`src/rtl/grid_scanout.sv`:
```
// Raster scan-out of the 22x10 playfield: per-frame snapshot, divider-free cell walkers, 2-stage pixel pipeline.
// Optional build macro GRID_SCANOUT_GRIDLINES_EN darkens the first pixel row/column of every cell.
module grid_scanout #(
  parameter int unsigned X_ORIGIN = 220,
  parameter int unsigned Y_ORIGIN = 20,
  parameter int unsigned CELL_PX  = 20
) (
  input  logic              clk,
  input  logic              reset,
  input  logic [21:0][9:0]  display_array,
  input  logic [9:0]        hcount,
  input  logic [9:0]        vcount,
  input  logic              active,
  input  logic              frame_start,
  output logic              pixel_on,
  output logic              in_board,
  output logic [4:0]        cell_row,
  output logic [3:0]        cell_col
);

  localparam int unsigned ROWS = 22;
  localparam int unsigned COLS = 10;
  localparam logic [9:0]  X0       = 10'(X_ORIGIN);
  localparam logic [9:0]  Y0       = 10'(Y_ORIGIN);
  localparam logic [4:0]  SUB_LAST = 5'(CELL_PX - 1);
  localparam logic [4:0]  ROW_LAST = 5'(ROWS - 1);
  localparam logic [3:0]  COL_LAST = 4'(COLS - 1);

  logic [21:0][9:0] snap;

  logic [3:0] col_cnt, col_nxt;
  logic [4:0] hsub, hsub_nxt;
  logic       h_in, h_in_nxt;
  logic [4:0] row_cnt, row_nxt;
  logic [4:0] vsub, vsub_nxt;
  logic       v_in, v_in_nxt;

  logic       s1_hit;
  logic [4:0] s1_row;
  logic [3:0] s1_col;
  logic       s1_lit;
`ifdef GRID_SCANOUT_GRIDLINES_EN
  logic       s1_gut;
`endif

  // Horizontal walker; the *_nxt values describe the pixel presented this cycle.
  always_comb begin
    col_nxt  = col_cnt;
    hsub_nxt = hsub;
    h_in_nxt = h_in;
    if (hcount == X0) begin
      col_nxt  = '0;
      hsub_nxt = '0;
      h_in_nxt = 1'b1;
    end else if (h_in) begin
      if (hsub == SUB_LAST) begin
        hsub_nxt = '0;
        if (col_cnt == COL_LAST) begin
          h_in_nxt = 1'b0;
        end else begin
          col_nxt = col_cnt + 4'd1;
        end
      end else begin
        hsub_nxt = hsub + 5'd1;
      end
    end
  end

  // Vertical walker advances only on the line-start cycle.
  always_comb begin
    row_nxt  = row_cnt;
    vsub_nxt = vsub;
    v_in_nxt = v_in;
    if (hcount == 10'd0) begin
      if (vcount == Y0) begin
        row_nxt  = '0;
        vsub_nxt = '0;
        v_in_nxt = 1'b1;
      end else if (v_in) begin
        if (vsub == SUB_LAST) begin
          vsub_nxt = '0;
          if (row_cnt == ROW_LAST) begin
            v_in_nxt = 1'b0;
          end else begin
            row_nxt = row_cnt + 5'd1;
          end
        end else begin
          vsub_nxt = vsub + 5'd1;
        end
      end
    end
  end

  // Stage-2 cell lookup against the current snapshot.
  always_comb begin
    s1_lit = s1_hit & snap[s1_row][s1_col];
`ifdef GRID_SCANOUT_GRIDLINES_EN
    if (s1_gut) begin
      s1_lit = 1'b0;
    end
`endif
  end

  always_ff @(posedge clk) begin
    if (reset) begin
      snap     <= '0;
      col_cnt  <= '0;
      hsub     <= '0;
      h_in     <= 1'b0;
      row_cnt  <= '0;
      vsub     <= '0;
      v_in     <= 1'b0;
      s1_hit   <= 1'b0;
      s1_row   <= '0;
      s1_col   <= '0;
`ifdef GRID_SCANOUT_GRIDLINES_EN
      s1_gut   <= 1'b0;
`endif
      pixel_on <= 1'b0;
      in_board <= 1'b0;
      cell_row <= '0;
      cell_col <= '0;
    end else begin
      if (frame_start) begin
        snap <= display_array;
      end
      col_cnt  <= col_nxt;
      hsub     <= hsub_nxt;
      h_in     <= h_in_nxt;
      row_cnt  <= row_nxt;
      vsub     <= vsub_nxt;
      v_in     <= v_in_nxt;
      s1_hit   <= h_in_nxt & v_in_nxt & active;
      s1_row   <= row_nxt;
      s1_col   <= col_nxt;
`ifdef GRID_SCANOUT_GRIDLINES_EN
      s1_gut   <= (hsub_nxt == 5'd0) | (vsub_nxt == 5'd0);
`endif
      pixel_on <= s1_lit;
      in_board <= s1_hit;
      cell_row <= s1_hit ? s1_row : 5'd0;
      cell_col <= s1_hit ? s1_col : 4'd0;
    end
  end

endmodule
```
`config.mk`:
```
export PLATFORM = sky130hd
export DESIGN_NAME = grid_scanout
export DESIGN_NICKNAME = d
export VERILOG_FILES = /design/src/rtl/grid_scanout.sv
export SDC_FILE = /design/constraint.sdc
export NUM_CORES = 1
export LEC_CHECK = 0
export BUFFER_PORTS_ARGS = -buffer_cell sky130_fd_sc_hd__buf_2
export CORE_MARGIN = 8
export CORE_UTILIZATION = 55
export DETAILED_ROUTE_END_ITERATION = 8
export PLACE_DENSITY = 0.84
export SLEW_MARGIN = 20
export SYNTH_ARGS = -nofsm -noshare
export SYNTH_HDL_FRONTEND = slang
export SYNTH_SLANG_ARGS = --single-unit
```
`constraint.sdc`:
```
create_clock -name clk -period 4.6 [get_ports clk]
set_input_delay 0 -clock clk [delete_from_list [all_inputs] [get_ports clk]]
set_output_delay 0 -clock clk [all_outputs]
set_load 0.01 [all_outputs]
```
# Yosys cells after proc, flatten, opt, wreduce, memory -nomap -nowiden
# Cells that the tools add are included.
[op_classes] n_addsub=4 n_lt_le_gt_ge=2 eq_ne=7 n_mux=21 bitwise_logic=5 n_reduce_logical=8
[ops] op="binary-select mux 10 bit (select 5 bit)" count=1
[ops] op="2-to-1 mux 5 bit" count=8
[ops] op="adder 5 x 1 -> 5 bit (second input constant)" count=3
[ops] op="equality test 5 bit (second input constant)" count=3
[ops] op="equality test 10 x 5 -> 1 bit (second input constant)" count=1
[ops] op="equality test 10 x 8 -> 1 bit (second input constant)" count=1
[ops] op="logical NOT 10 bit" count=1
[ops] op="2-to-1 mux 1 bit" count=10
[ops] op="2-to-1 mux 10 bit" count=1
[ops] op="< comparator 5 x 6 -> 1 bit (second input constant)" count=1
[ops] op="< comparator 4 x 5 -> 1 bit (second input constant)" count=1
[ops] op="adder 4 x 1 -> 4 bit (second input constant)" count=1
[ops] op="binary-select mux 1 bit (select 4 bit)" count=1
[ops] op="equality test 4 bit (second input constant)" count=1
[ops] op="AND reduction 4 bit" count=1
[ops] op="nonzero test 2 bit" count=2
[ops] op="OR reduction 2 bit" count=2
[ops] op="AND 1 bit" count=3
[ops] op="AND reduction 3 bit" count=1
[ops] op="inequality test 2 bit (second input constant)" count=1
[ops] op="NOT 1 bit" count=2
[ops] op="AND reduction 2 bit" count=1
[totals] reg_bits=253 in_bits=244 output_inout_bits=11 elab_cells=80

# Depth between registers and ports, before layout
[logic_depth] ltp_word=8 mapped_depth=10 depth_no_buf=7

# Least setup slack after synthesis
# Ideal clock, no wire load.
[synth_timing] path_kind="register to register" startpoint="register s1_row[0]" endpoint="register pixel_on" setup_ns=0.122 arrival_ns=2.147 required_ns=4.478 path_slack_ns=2.330 stages_incl_launch_ff=8 n_path_buf=2 cell_sequence="dfxtp_1 buf_4 buf_6 mux4_2 mux4_2 or3_1 a31oi_1 o41ai_1"
[synth_via] elab_chain_len=5
[synth_rtl] element="start: declaration" line="39" rtl="logic [4:0] s1_row;"
[synth_rtl] element="start signal: assignment" line="134" rtl="s1_row <= row_nxt;"
[synth_rtl] element="binary-select mux 10 bit (select 5 bit)" line="96" rtl="s1_lit = s1_hit & snap[s1_row][s1_col];"
[synth_rtl] element="2-to-1 mux 10 bit (not written as such)" line="96"
[synth_rtl] element="binary-select mux 1 bit (select 4 bit)" line="96"
[synth_rtl] element="2-to-1 mux 1 bit (not written as such)" line="96"
[synth_rtl] element="AND 1 bit" line="96"
[synth_rtl] element="end signal: assignment" line="139" rtl="pixel_on <= s1_lit;"
[synth_rtl] element="end: declaration" line="15" rtl="output logic pixel_on,"
# No other way between the ends. The select of a mux whose other input is x is not followed.
# A chain may end at the register's enable or synchronous reset.

# Final worst setup path
# Ends and elaborated chain as after synthesis.

==> metrics.yaml <==
critical_path:
  crit_fanout: 54
  r2r_end: "pixel_on$_SDFF_PP0_"
  crit_arrival_ns: 3.49
  required_ns: 5.03
  rr_worst_depth: 6
  crit_slowest_cell: "dfxtp_4"
  start_kind: "flip-flop"
  cp-end-kind: "flip-flop"
  path_class: "flip-flop to flip-flop"
  r2r_slack_ns: 1.54
  r2r-start: "s1_row[0]$_SDFFE_PP0P_"
  max_stage_delay_ns: 0.87
  crit_end: "pixel_on$_SDFF_PP0_"
  cp_cell_sequence: "nor2b_1 -> a221oi_1 -> a221o_1 -> a211o_1 -> o311a_1 -> o41ai_1"
  cp-startpoint: "s1_row[0]$_SDFFE_PP0P_"
routing:
  drtIter0Drc: 1099
  firstDrtPassIters: 6
  drcViolationCount: 0
  routed_wl_mm: 42.06
  ant_nets: 0
  via_per_inst: 5.969
  vias: 10518
  wl_per_cell_um: 23.87
logic_synthesis:
  ys_warn_count: 0
  synth_cells: 1037
  synthAdderAreaFrac_pct: 0.6867
  avgSynthCellArea_um2: 10.54
  synth_edf_count: 0
  syn-cell-area_um2: 10930
  synthSimpleGateAreaFrac_pct: 12.60
  synth-seq-area-share_pct: 46.33
  synthFlopType: "dfxtp_1"
  synth_compound_area_share_pct: 3.983
  ys_types: 53
  synthMuxAreaShare_pct: 32.35
  synth_top_family_by_area: "multiplexers"
  synth_seq_cells: 253
  synth-xor-area-share_pct: 0.6410
  syn_nets: 1287
  async_flop_share_pct: 0
pwr:
  irDropWorstVdd_mv: 0.3484
  p_leak_nw: 6.884
  powerDensity_nw_per_um2: 338.8
floorplan:
  die_w_um: 157.0
  io_pins: 255
  dieArea_um2: 24640
  core_um2: 19460
  die_h_um: 157.0
  start_util_pct: 56.17
  rows: 51
min_path:
  min_path_type: "input port to flip-flop"
place:
  dp_hpwl_mm: 22.29
  gp_congestion: 0.8589
  post-place-ws_ns: 1.595
  port_buffers: 254
timing:
  slew_viol_final: 0
  post-route-period-util_pct: 66.53
  slew_headroom_pct: 28.77
  finalCriticalPeriod_ns: 3.060
  hold_viol_final: 0
  layout_setup_ws_ns: 1.540
  fmax_ghz: 0.3268
  finalSetupTns_ns: 0
  finalClockSkew_ns: 0.01248
  tightest_slew_ns: 1.068
  rsz0062_at_grt: "false"
  setup_viol: 0
clock_tree:
  cts-root-buf: "clkbuf_16"
  numCtsBuffers: 27
  cts.repair.resized: 0
  htreeDepth: 1
  cts_setup_buffers: 0
  cts_tree: "built"
  cts_sinks: 253
  ctsLongestPathBuffers: 3
  cts.clk_slew.worst_paths_ns: 0.06
  hold_buffers: 224
  insertion_delay_ns: 0.54
finish:
  final_nets: 1720
  syn_to_final_growth_pct: 40.78
  drive_gt1_share_pct: 24.97
  nFillCells: 1057
global_route:
  antenna_found_initial: 7
  grt_max_degree: 142
  grt_pass1_vias: 10941
  grt_pass1_wl_mm: 62.96
  overflow: 0
  track_usage_pct: 33.45
flow_run:
  cap_violations: 0
status:
  status: "complete, no violations"
==> how the worst min path moves through the flow <==
stage                        endpoint  slack, ns  depth (start not counted)                from
5_1_grt               v_in$_SDFF_PP0_       0.07                          5           hcount[1]
2_1_floorplan       s1_hit$_SDFF_PP0_       0.11                          2              active
3_5_place_dp     snap[2]$_SDFFE_PP0P_       0.24                          3    display_array[2]
3_3_place_gp   snap[142]$_SDFFE_PP0P_       0.23                          3  display_array[142]
4_1_cts          vsub[1]$_SDFFE_PP0P_       0.01                          5           hcount[1]
6_report         vsub[1]$_SDFFE_PP0P_       0.02                          5           hcount[1]
==> cell families after synthesis <==
kind of cell             after synthesis
flip-flops                           253
multiplexers                         298
adder cells (fa/ha/maj)                6
buffers and inverters                 87
AND/OR/NAND/NOR                      324
AO/OA/AOI/OAI                         61
XOR/XNOR                               8
==> routing by layer <==
| metal | wire length [µm] | global-route usage, % |
|---|---|---|
| met1 | 14590 | 35.98 |
| met3 | 3577 | 7.732 |
| met4 | 3293 | 23.75 |
| met5 | 14 | 0 |
| met2 | 20580 | 57.39 |
==> synthesized netlist by cell type, types with 6 or more instances <==
| cell | instances | area [µm²] |
|---|---|---|
| nand3_1 | 15 | 75.07 |
| a21oi_1 | 15 | 75.07 |
| dfxtp_1 | 253 | 5065 |
| o21ai_0 | 9 | 45.04 |
| ha_1 | 6 | 75.07 |
| buf_1 | 28 | 105.1 |
| buf_2 | 13 | 65.06 |
| inv_1 | 7 | 26.28 |
| mux2_2 | 12 | 135.1 |
| nor2b_1 | 6 | 37.54 |
| nor2_1 | 248 | 930.9 |
| nand4_1 | 7 | 43.79 |
| mux2i_1 | 243 | 2432 |
| nand2_1 | 14 | 52.55 |
| clkbuf_1 | 31 | 116.4 |
| mux4_2 | 43 | 968.4 |
| a221oi_1 | 7 | 61.31 |
==> cell type report <==
cell class              count  area (µm²)  share of cell area, %
multi-input cells         697        5494                  35.70
well taps                 265       331.6                  2.154
clock inverters            17       152.6                 0.9919
repair buffers            482        3572                  23.21
clock buffers              32       714.4                  4.642
diodes                      7       17.52                 0.1138
flip-flops and latches    253        5074                  32.97
inverters                   9       33.78                 0.2195
==> state kept, by name, summed over array words and instances (netlist names) <==
| signal | cells |
|---|---|
| pixel_on | 1 |
| snap | 220 |
| hsub | 5 |
| h_in | 1 |
| s1_col | 4 |
| vsub | 5 |
| cell_row | 5 |
| s1_hit | 1 |
| in_board | 1 |
| cell_col | 4 |
| v_in | 1 |
| s1_row | 5 |
==> cells in the final DEF, fill, tap and decap left out, drive strengths merged, types with 3 or more instances in the layout <==
cell type,synthesis,layout
a211o,5,5
a21oi,17,17
a221o,3,3
a221oi,7,7
a31oi,5,5
and2,4,4
and3,3,3
buf,47,258
clkbuf,31,32
clkinv,0,10
dfxtp,253,253
diode,0,7
dlygate4sd3,0,224
ha,6,6
inv,9,12
mux2,12,12
mux2i,243,243
mux4,43,43
nand2,15,15
nand3,15,15
nand4,7,7
nor2,249,249
nor2b,6,6
nor3,3,3
nor4,4,4
o21ai,9,9
or3,4,4
or4,3,3
xnor2,3,3
xor2,5,5
==> per-stage QoR <==
stage               area (µm²)  power (W)  instances  util, %  hold WS, ns
finish                   15390   0.005214       1762    79.07      0.02311
global route             15390   0.005335       1761    79.06      0.06729
floorplan                10930   0.002672       1037        -       0.1138
CTS                      15370   0.005115       1755    78.98      0.01329
global placement         12260   0.002857       1482    63.01       0.2316
detailed placement       12260   0.002870       1482    63.01       0.2411
==> where the power goes <==
part / total (W) / switching, W / internal, W
Sequential: 0.00239 / 0.0000890 / 0.00231
Clock: 0.00217 / 0.000944 / 0.00123
Combinational: 0.000647 / 0.000289 / 0.000358
Total: 0.00521 / 0.00132 / 0.00389
==> critical path: cells and delay by family (launching register included) <==
family           cells  cell delay (ns)
AO/OA/AOI/OAI        5             1.27
flip-flops           1             0.87
AND/OR/NAND/NOR      1             0.81
Note: power is estimated with default switching activity, not from simulation.
